`config.mk`:
```
export PLATFORM = sky130hd
export DESIGN_NAME = led_nibble_entry
export DESIGN_NICKNAME = d
export VERILOG_FILES = /design/src/rtl/led_entry_pkg.sv /design/src/rtl/button_debounce.sv /design/src/rtl/led_nibble_entry.sv
export SDC_FILE = /design/constraint.sdc
export NUM_CORES = 1
export LEC_CHECK = 0
export ABC_CLOCK_PERIOD_IN_PS = 4900
export BUFFER_PORTS_ARGS = -buffer_cell sky130_fd_sc_hd__clkbuf_2
export CELL_PAD_IN_SITES_DETAIL_PLACEMENT = 2
export CELL_PAD_IN_SITES_GLOBAL_PLACEMENT = 2
export CORE_ASPECT_RATIO = 0.9
export CORE_MARGIN = 2
export CORE_UTILIZATION = 44
export CTS_CLUSTER_SIZE = 30
export DETAILED_ROUTE_END_ITERATION = 16
export PLACE_DENSITY_LB_ADDON = 0.08
export SYNTH_ARGS = -nofsm -noshare
export SYNTH_HDL_FRONTEND = slang
export SYNTH_SLANG_ARGS = --single-unit
```
`constraint.sdc`:
```
create_clock -name clk -period 4.9 [get_ports clk]
set_input_delay 0.735 -clock clk [delete_from_list [all_inputs] [get_ports clk]]
set_output_delay 0.735 -clock clk [all_outputs]
set_load 0.1 [all_outputs]
```
`src/rtl/led_entry_pkg.sv`:
```
// Shared types, constants and nibble helpers for the LED nibble entry block.
// Latency: n/a (package only).
// Backpressure: n/a (package only).
package led_entry_pkg;

    typedef enum logic {
        IDLE = 1'b0,
        EDIT = 1'b1
    } entry_state_t;

    localparam int NIBBLES        = 8;
    localparam int DEBOUNCE_12MHZ = 120_000;      // 10 ms at 12 MHz
    localparam int TIMEOUT_12MHZ  = 120_000_000;  // 10 s at 12 MHz

    // Bit offset of a nibble; position 0 is the most significant nibble.
    function automatic logic [4:0] nibble_lsb(input logic [2:0] sel);
        return {3'(NIBBLES - 1) - sel, 2'b00};
    endfunction

    function automatic logic [3:0] nibble_of(input logic [31:0] w, input logic [2:0] sel);
        return w[nibble_lsb(sel) +: 4];
    endfunction

    // Increment one nibble modulo 16, leaving the rest of the word alone.
    function automatic logic [31:0] inc_nibble(input logic [31:0] w, input logic [2:0] sel);
        logic [31:0] r;
        r = w;
        r[nibble_lsb(sel) +: 4] = nibble_of(w, sel) + 4'd1;
        return r;
    endfunction

endpackage

```
`src/rtl/button_debounce.sv`:
```
// Synchronise, debounce and edge-detect one raw push-button.
// Latency: raw rising edge to press pulse is 2 + DEBOUNCE_CYCLES cycles.
// Backpressure: none; press is a one-cycle pulse that is never repeated while held.
// Ports: clk, rst_n (async active-low), btn_raw (async input),
//        level (debounced level), press (one-cycle pulse on debounced rise).
module button_debounce
    import led_entry_pkg::*;
#(
    parameter int DEBOUNCE_CYCLES = DEBOUNCE_12MHZ
) (
    input  logic clk,
    input  logic rst_n,
    input  logic btn_raw,
    output logic level,
    output logic press
);

    localparam int CW = $clog2(DEBOUNCE_CYCLES + 1);

    logic          sync1_q, sync1_d;
    logic          sync2_q, sync2_d;
    logic          level_q, level_d;
    logic          press_q, press_d;
    logic [CW-1:0] cnt_q,   cnt_d;

    always_comb begin
        sync1_d = btn_raw;
        sync2_d = sync1_q;
        level_d = level_q;
        cnt_d   = '0;
        // Count consecutive disagreeing cycles; the last one flips the level.
        if (sync2_q != level_q) begin
            if (cnt_q == CW'(DEBOUNCE_CYCLES - 1)) begin
                level_d = sync2_q;
            end else begin
                cnt_d = cnt_q + CW'(1);
            end
        end
        press_d = level_d & ~level_q;
    end

    always_ff @(posedge clk or negedge rst_n) begin
        if (!rst_n) begin
            sync1_q <= 1'b0;
            sync2_q <= 1'b0;
            level_q <= 1'b0;
            press_q <= 1'b0;
            cnt_q   <= '0;
        end else begin
            sync1_q <= sync1_d;
            sync2_q <= sync2_d;
            level_q <= level_d;
            press_q <= press_d;
            cnt_q   <= cnt_d;
        end
    end

    assign level = level_q;
    assign press = press_q;

endmodule

```
`src/rtl/led_nibble_entry.sv`:
```
// Two-button entry of a 32-bit value, one nibble at a time, MSB nibble first.
// Latency: button press to state/leds update 1 cycle; commit strobes value_valid as edit_active falls.
// Backpressure: none; presses are acted on immediately, an idle edit aborts after TIMEOUT_CYCLES.
// Ports: clk, rst_n, btn_inc/btn_next (raw buttons), leds (edited nibble),
//        nibble_sel (edit position), edit_active, value (committed), value_valid (strobe).
module led_nibble_entry
    import led_entry_pkg::*;
#(
    parameter int DEBOUNCE_CYCLES = DEBOUNCE_12MHZ,
    parameter int TIMEOUT_CYCLES  = TIMEOUT_12MHZ
) (
    input  logic        clk,
    input  logic        rst_n,
    input  logic        btn_inc,
    input  logic        btn_next,
    output logic [3:0]  leds,
    output logic [2:0]  nibble_sel,
    output logic        edit_active,
    output logic [31:0] value,
    output logic        value_valid
);

    localparam int TW = $clog2(TIMEOUT_CYCLES + 1);

    logic inc_press, next_press;

    button_debounce #(.DEBOUNCE_CYCLES(DEBOUNCE_CYCLES)) u_inc (
        .clk     (clk),
        .rst_n   (rst_n),
        .btn_raw (btn_inc),
        .level   (),
        .press   (inc_press)
    );

    button_debounce #(.DEBOUNCE_CYCLES(DEBOUNCE_CYCLES)) u_next (
        .clk     (clk),
        .rst_n   (rst_n),
        .btn_raw (btn_next),
        .level   (),
        .press   (next_press)
    );

    entry_state_t  state_q, state_d;
    logic [31:0]   work_q,  work_d;
    logic [31:0]   value_q, value_d;
    logic [2:0]    sel_q,   sel_d;
    logic [3:0]    leds_q,  leds_d;
    logic          edit_q,  edit_d;
    logic          vv_q,    vv_d;
    logic [TW-1:0] tmo_q,   tmo_d;

    always_comb begin
        state_d = state_q;
        work_d  = work_q;
        value_d = value_q;
        sel_d   = sel_q;
        vv_d    = 1'b0;
        // Saturating idle counter; only meaningful while editing.
        tmo_d   = (tmo_q == TW'(TIMEOUT_CYCLES)) ? tmo_q : tmo_q + TW'(1);

        case (state_q)
            IDLE: begin
                tmo_d = '0;
                if (next_press) begin
                    work_d  = value_q;
                    sel_d   = 3'd0;
                    state_d = EDIT;
                end
            end
            EDIT: begin
                if (tmo_q == TW'(TIMEOUT_CYCLES)) begin
                    // Abandon the edit: no commit, work thrown away.
                    state_d = IDLE;
                    sel_d   = 3'd0;
                    work_d  = '0;
                    tmo_d   = '0;
                end else if (next_press) begin
                    // next wins over a coincident inc
                    tmo_d = '0;
                    if (sel_q == 3'(NIBBLES - 1)) begin
                        value_d = work_q;
                        vv_d    = 1'b1;
                        sel_d   = 3'd0;
                        state_d = IDLE;
                    end else begin
                        sel_d = sel_q + 3'd1;
                    end
                end else if (inc_press) begin
                    tmo_d  = '0;
                    work_d = inc_nibble(work_q, sel_q);
                end
            end
            default: state_d = IDLE;
        endcase

        edit_d = (state_d == EDIT);
        leds_d = edit_d ? nibble_of(work_d, sel_d) : 4'h0;
    end

    always_ff @(posedge clk or negedge rst_n) begin
        if (!rst_n) begin
            state_q <= IDLE;
            work_q  <= '0;
            value_q <= '0;
            sel_q   <= '0;
            leds_q  <= '0;
            edit_q  <= 1'b0;
            vv_q    <= 1'b0;
            tmo_q   <= '0;
        end else begin
            state_q <= state_d;
            work_q  <= work_d;
            value_q <= value_d;
            sel_q   <= sel_d;
            leds_q  <= leds_d;
            edit_q  <= edit_d;
            vv_q    <= vv_d;
            tmo_q   <= tmo_d;
        end
    end

    assign leds        = leds_q;
    assign nibble_sel  = sel_q;
    assign edit_active = edit_q;
    assign value       = value_q;
    assign value_valid = vv_q;

endmodule

```
==> reports/metrics.cfg <==
[hold_path]
hold_path.class = input port to asynchronous set/reset pin

[worst_setup_path]
slowest_stage = dfrtp_1
path_buf_inv = 0
start_kind = register
critPathArrivalTime_ps = 4300
crit_chain = ha_1 > ha_1 > nor3b_1 > nand4b_1 > mux2_2 > a221o_1 > o211ai_1 > o311a_1 > a311oi_1
crit_top_cell = ha_1
worstSetupPathType = register to register
cp-end-kind = register
crit_required_ps = 5170
cp_max_fo = 21
slowest_delay_ps = 920
cp_top_family = simple AND/OR/NAND/NOR gates

[clock_network]
cts.clk_slew.worst_paths_ps = 60
post-cts-setup-buffers = 0
clock_latency_ps = 430
cts_buffer_depth = 2
htreeDepth = 4
ctsResizeCount = 0
cts_tree = built
cts_root_buffer = clkbuf_16
clock-sinks = 142
numCtsBuffers = 17
hold_buffers = 0

[die]
rows = 45
io-pin-count = 45
dieArea_um2 = 18200
die_w_um = 142
core_area_um2 = 16800
die_h_um = 128
initial_core_util = 0.449

[pwr]
p_leak_uw = 0.00380
peakVddDrop_v = 0.000232
power_density_nw_per_um2 = 290

[logic_synthesis]
syn-instance-count = 721
yosysTopAreaCell = dfrtp_1
synth.cell_area_um2 = 7550
yosys.area.top_type_share = 0.470
synth_ff_type = dfrtp_1
yosys_warnings = 0
synth_most_common_cell = dfrtp_1
synth.area.top_cells = dfrtp_1 47%, mux2i_1 5.6%, mux2_2 4.5%
syn-num-nets = 735
synth_edf_count = 0
synthTopCellsByCount = 142 x dfrtp_1, 77 x nor2_1, 42 x mux2i_1
yosysUniqueCellTypes = 68
avgSynthCellArea_um2 = 10.5
ys_ff_latch = 142
seq_area_frac_synth = 0.470
ys_async_sr_fraction = 1.00

[finish]
instances_no_fill = 981
diodes = 0
area_growth_pct = 12.6
drive_above_1_share = 0.162
fin_nets = 771

[grt]
overflow = 0
grt_pass1_wl_mm = 39.4
grt_max_degree = 51
antenna_found_initial = 0
grt_pass1_vias = 6663
grt_util_all_layers = 0.283

[sta]
hold_viol_final = 0
finalSetupViolCount = 0
max_slew_margin = 0.213
fin_ws_ps = 875
worstMarginPinSlew_ps = 1170
hold_slack_ps = 225
final_max_slew_viol_count = 0
fmax_mhz = 248
rsz0062_at_grt = no
min_period_ps = 4020
fin_skew_ps = 12.8
fin_crit_sh = 0.821
fin_tns_setup_ps = 0

[placed_design]
dp_hpwl_mm = 16.4
dpl.cell_count = 949
place_ws_ps = 988
globalplace.congestion = 0.931
io_buffers = 44

[outcome]
outcome = finished clean

[routing]
drt_iter0_markers = 374
route.final.wire_length_mm = 24.7
first_pass_iters = 7
via_count = 6161
drc = 0
viasPerCell = 6.28
antenna_left = 0
routedWlPerCell_um = 25.2

[flow_run]
cap_violations = 0

state kept, by name, indices dropped and copies added (netlist names), 3 cells and up:
| signal | count |
|---|---|
| value | 32 |
| u_inc.cnt_q | 17 |
| u_next.cnt_q | 17 |
| leds | 4 |
| nibble_sel | 3 |
| tmo_q | 27 |
| work_q | 32 |
final cells by class:
cell class | count | area (µm²)
Sequential cell | 142 | 3550
Multi-Input combinational cell | 522 | 3760
Tap cell | 211 | 264
Inverter | 23 | 86.3
Timing Repair Buffer | 51 | 279
Clock buffer | 22 | 474
Fill cell | 1734 | 8330
Clock inverter | 10 | 88.8
logic make-up after synthesis:
logic type	share of synthesized area
compound gates	0.107
xor+xnor	0.0603
fa+ha+maj	0.0166
buf+inv	0.0330
flops	0.470
mux	0.130
simple gates	0.183
routing by layer:
layer  wire [µm]  global-route usage  vias up
li1            -                   -     2720
met1       10900               0.383     3242
met2       12000               0.462      159
met3        1320              0.0583       40
met4         460              0.0882        0
met5           0                   0        -
report_power, final:
group / total [µW] / internal [µW] / switching (µW)
clock network: 1240 / 736 / 509
registers: 1180 / 1180 / 5.30
logic: 38.7 / 7.01 / 31.7
final timing paths:
kind	start	endpoint	slack (ps)	cells after the start
max	nibble_sel[0]	leds[1]	880	9
min	rst_n	tmo_q[24]	220	1
max reg2reg	nibble_sel[0]	leds[1]	880	9
min reg2reg	u_inc.sync1_q	u_inc.sync2_q	370	0
max in group asynchronous	rst_n	work_q[4]	3620	2
min in group clk	u_inc.sync1_q	u_inc.sync2_q	370	0
layout by cell type, fill, tap and decap left out, types with 11 or more instances in the layout:
master / synthesis / routed
o21ai_0: 18 / 18
and2_1: 11 / 11
a21oi_1: 13 / 13
dfrtp_1: 142 / 141
a31oi_1: 17 / 17
clkbuf_2: 0 / 43
nand3_1: 35 / 34
o22ai_1: 17 / 17
nand4_1: 21 / 21
mux2_2: 30 / 30
inv_1: 20 / 20
clkbuf_16: 0 / 17
xor2_1: 34 / 34
and3_1: 25 / 25
mux2i_1: 42 / 42
nor2_1: 77 / 77
xnor2_1: 18 / 18
nand2_1: 40 / 40
worst register-to-register path: cells and delay by family (launching register included):
| family | cells | cell delay (ps) |
|---|---|---|
| simple gates | 2 | 1320 |
| flops | 1 | 920 |
| compound gates | 4 | 640 |
| fa+ha+maj | 2 | 540 |
| mux | 1 | 460 |
per-stage QoR:
stage	instance area (µm²)	util	total power, µW
floorplan	7550	-	1210
global placement	7940	0.472	1240
detailed placement	7940	0.472	1250
CTS	8510	0.505	2500
global route	8510	0.505	2550
finish	8510	0.505	2470
(Power assumes the default switching activity.)
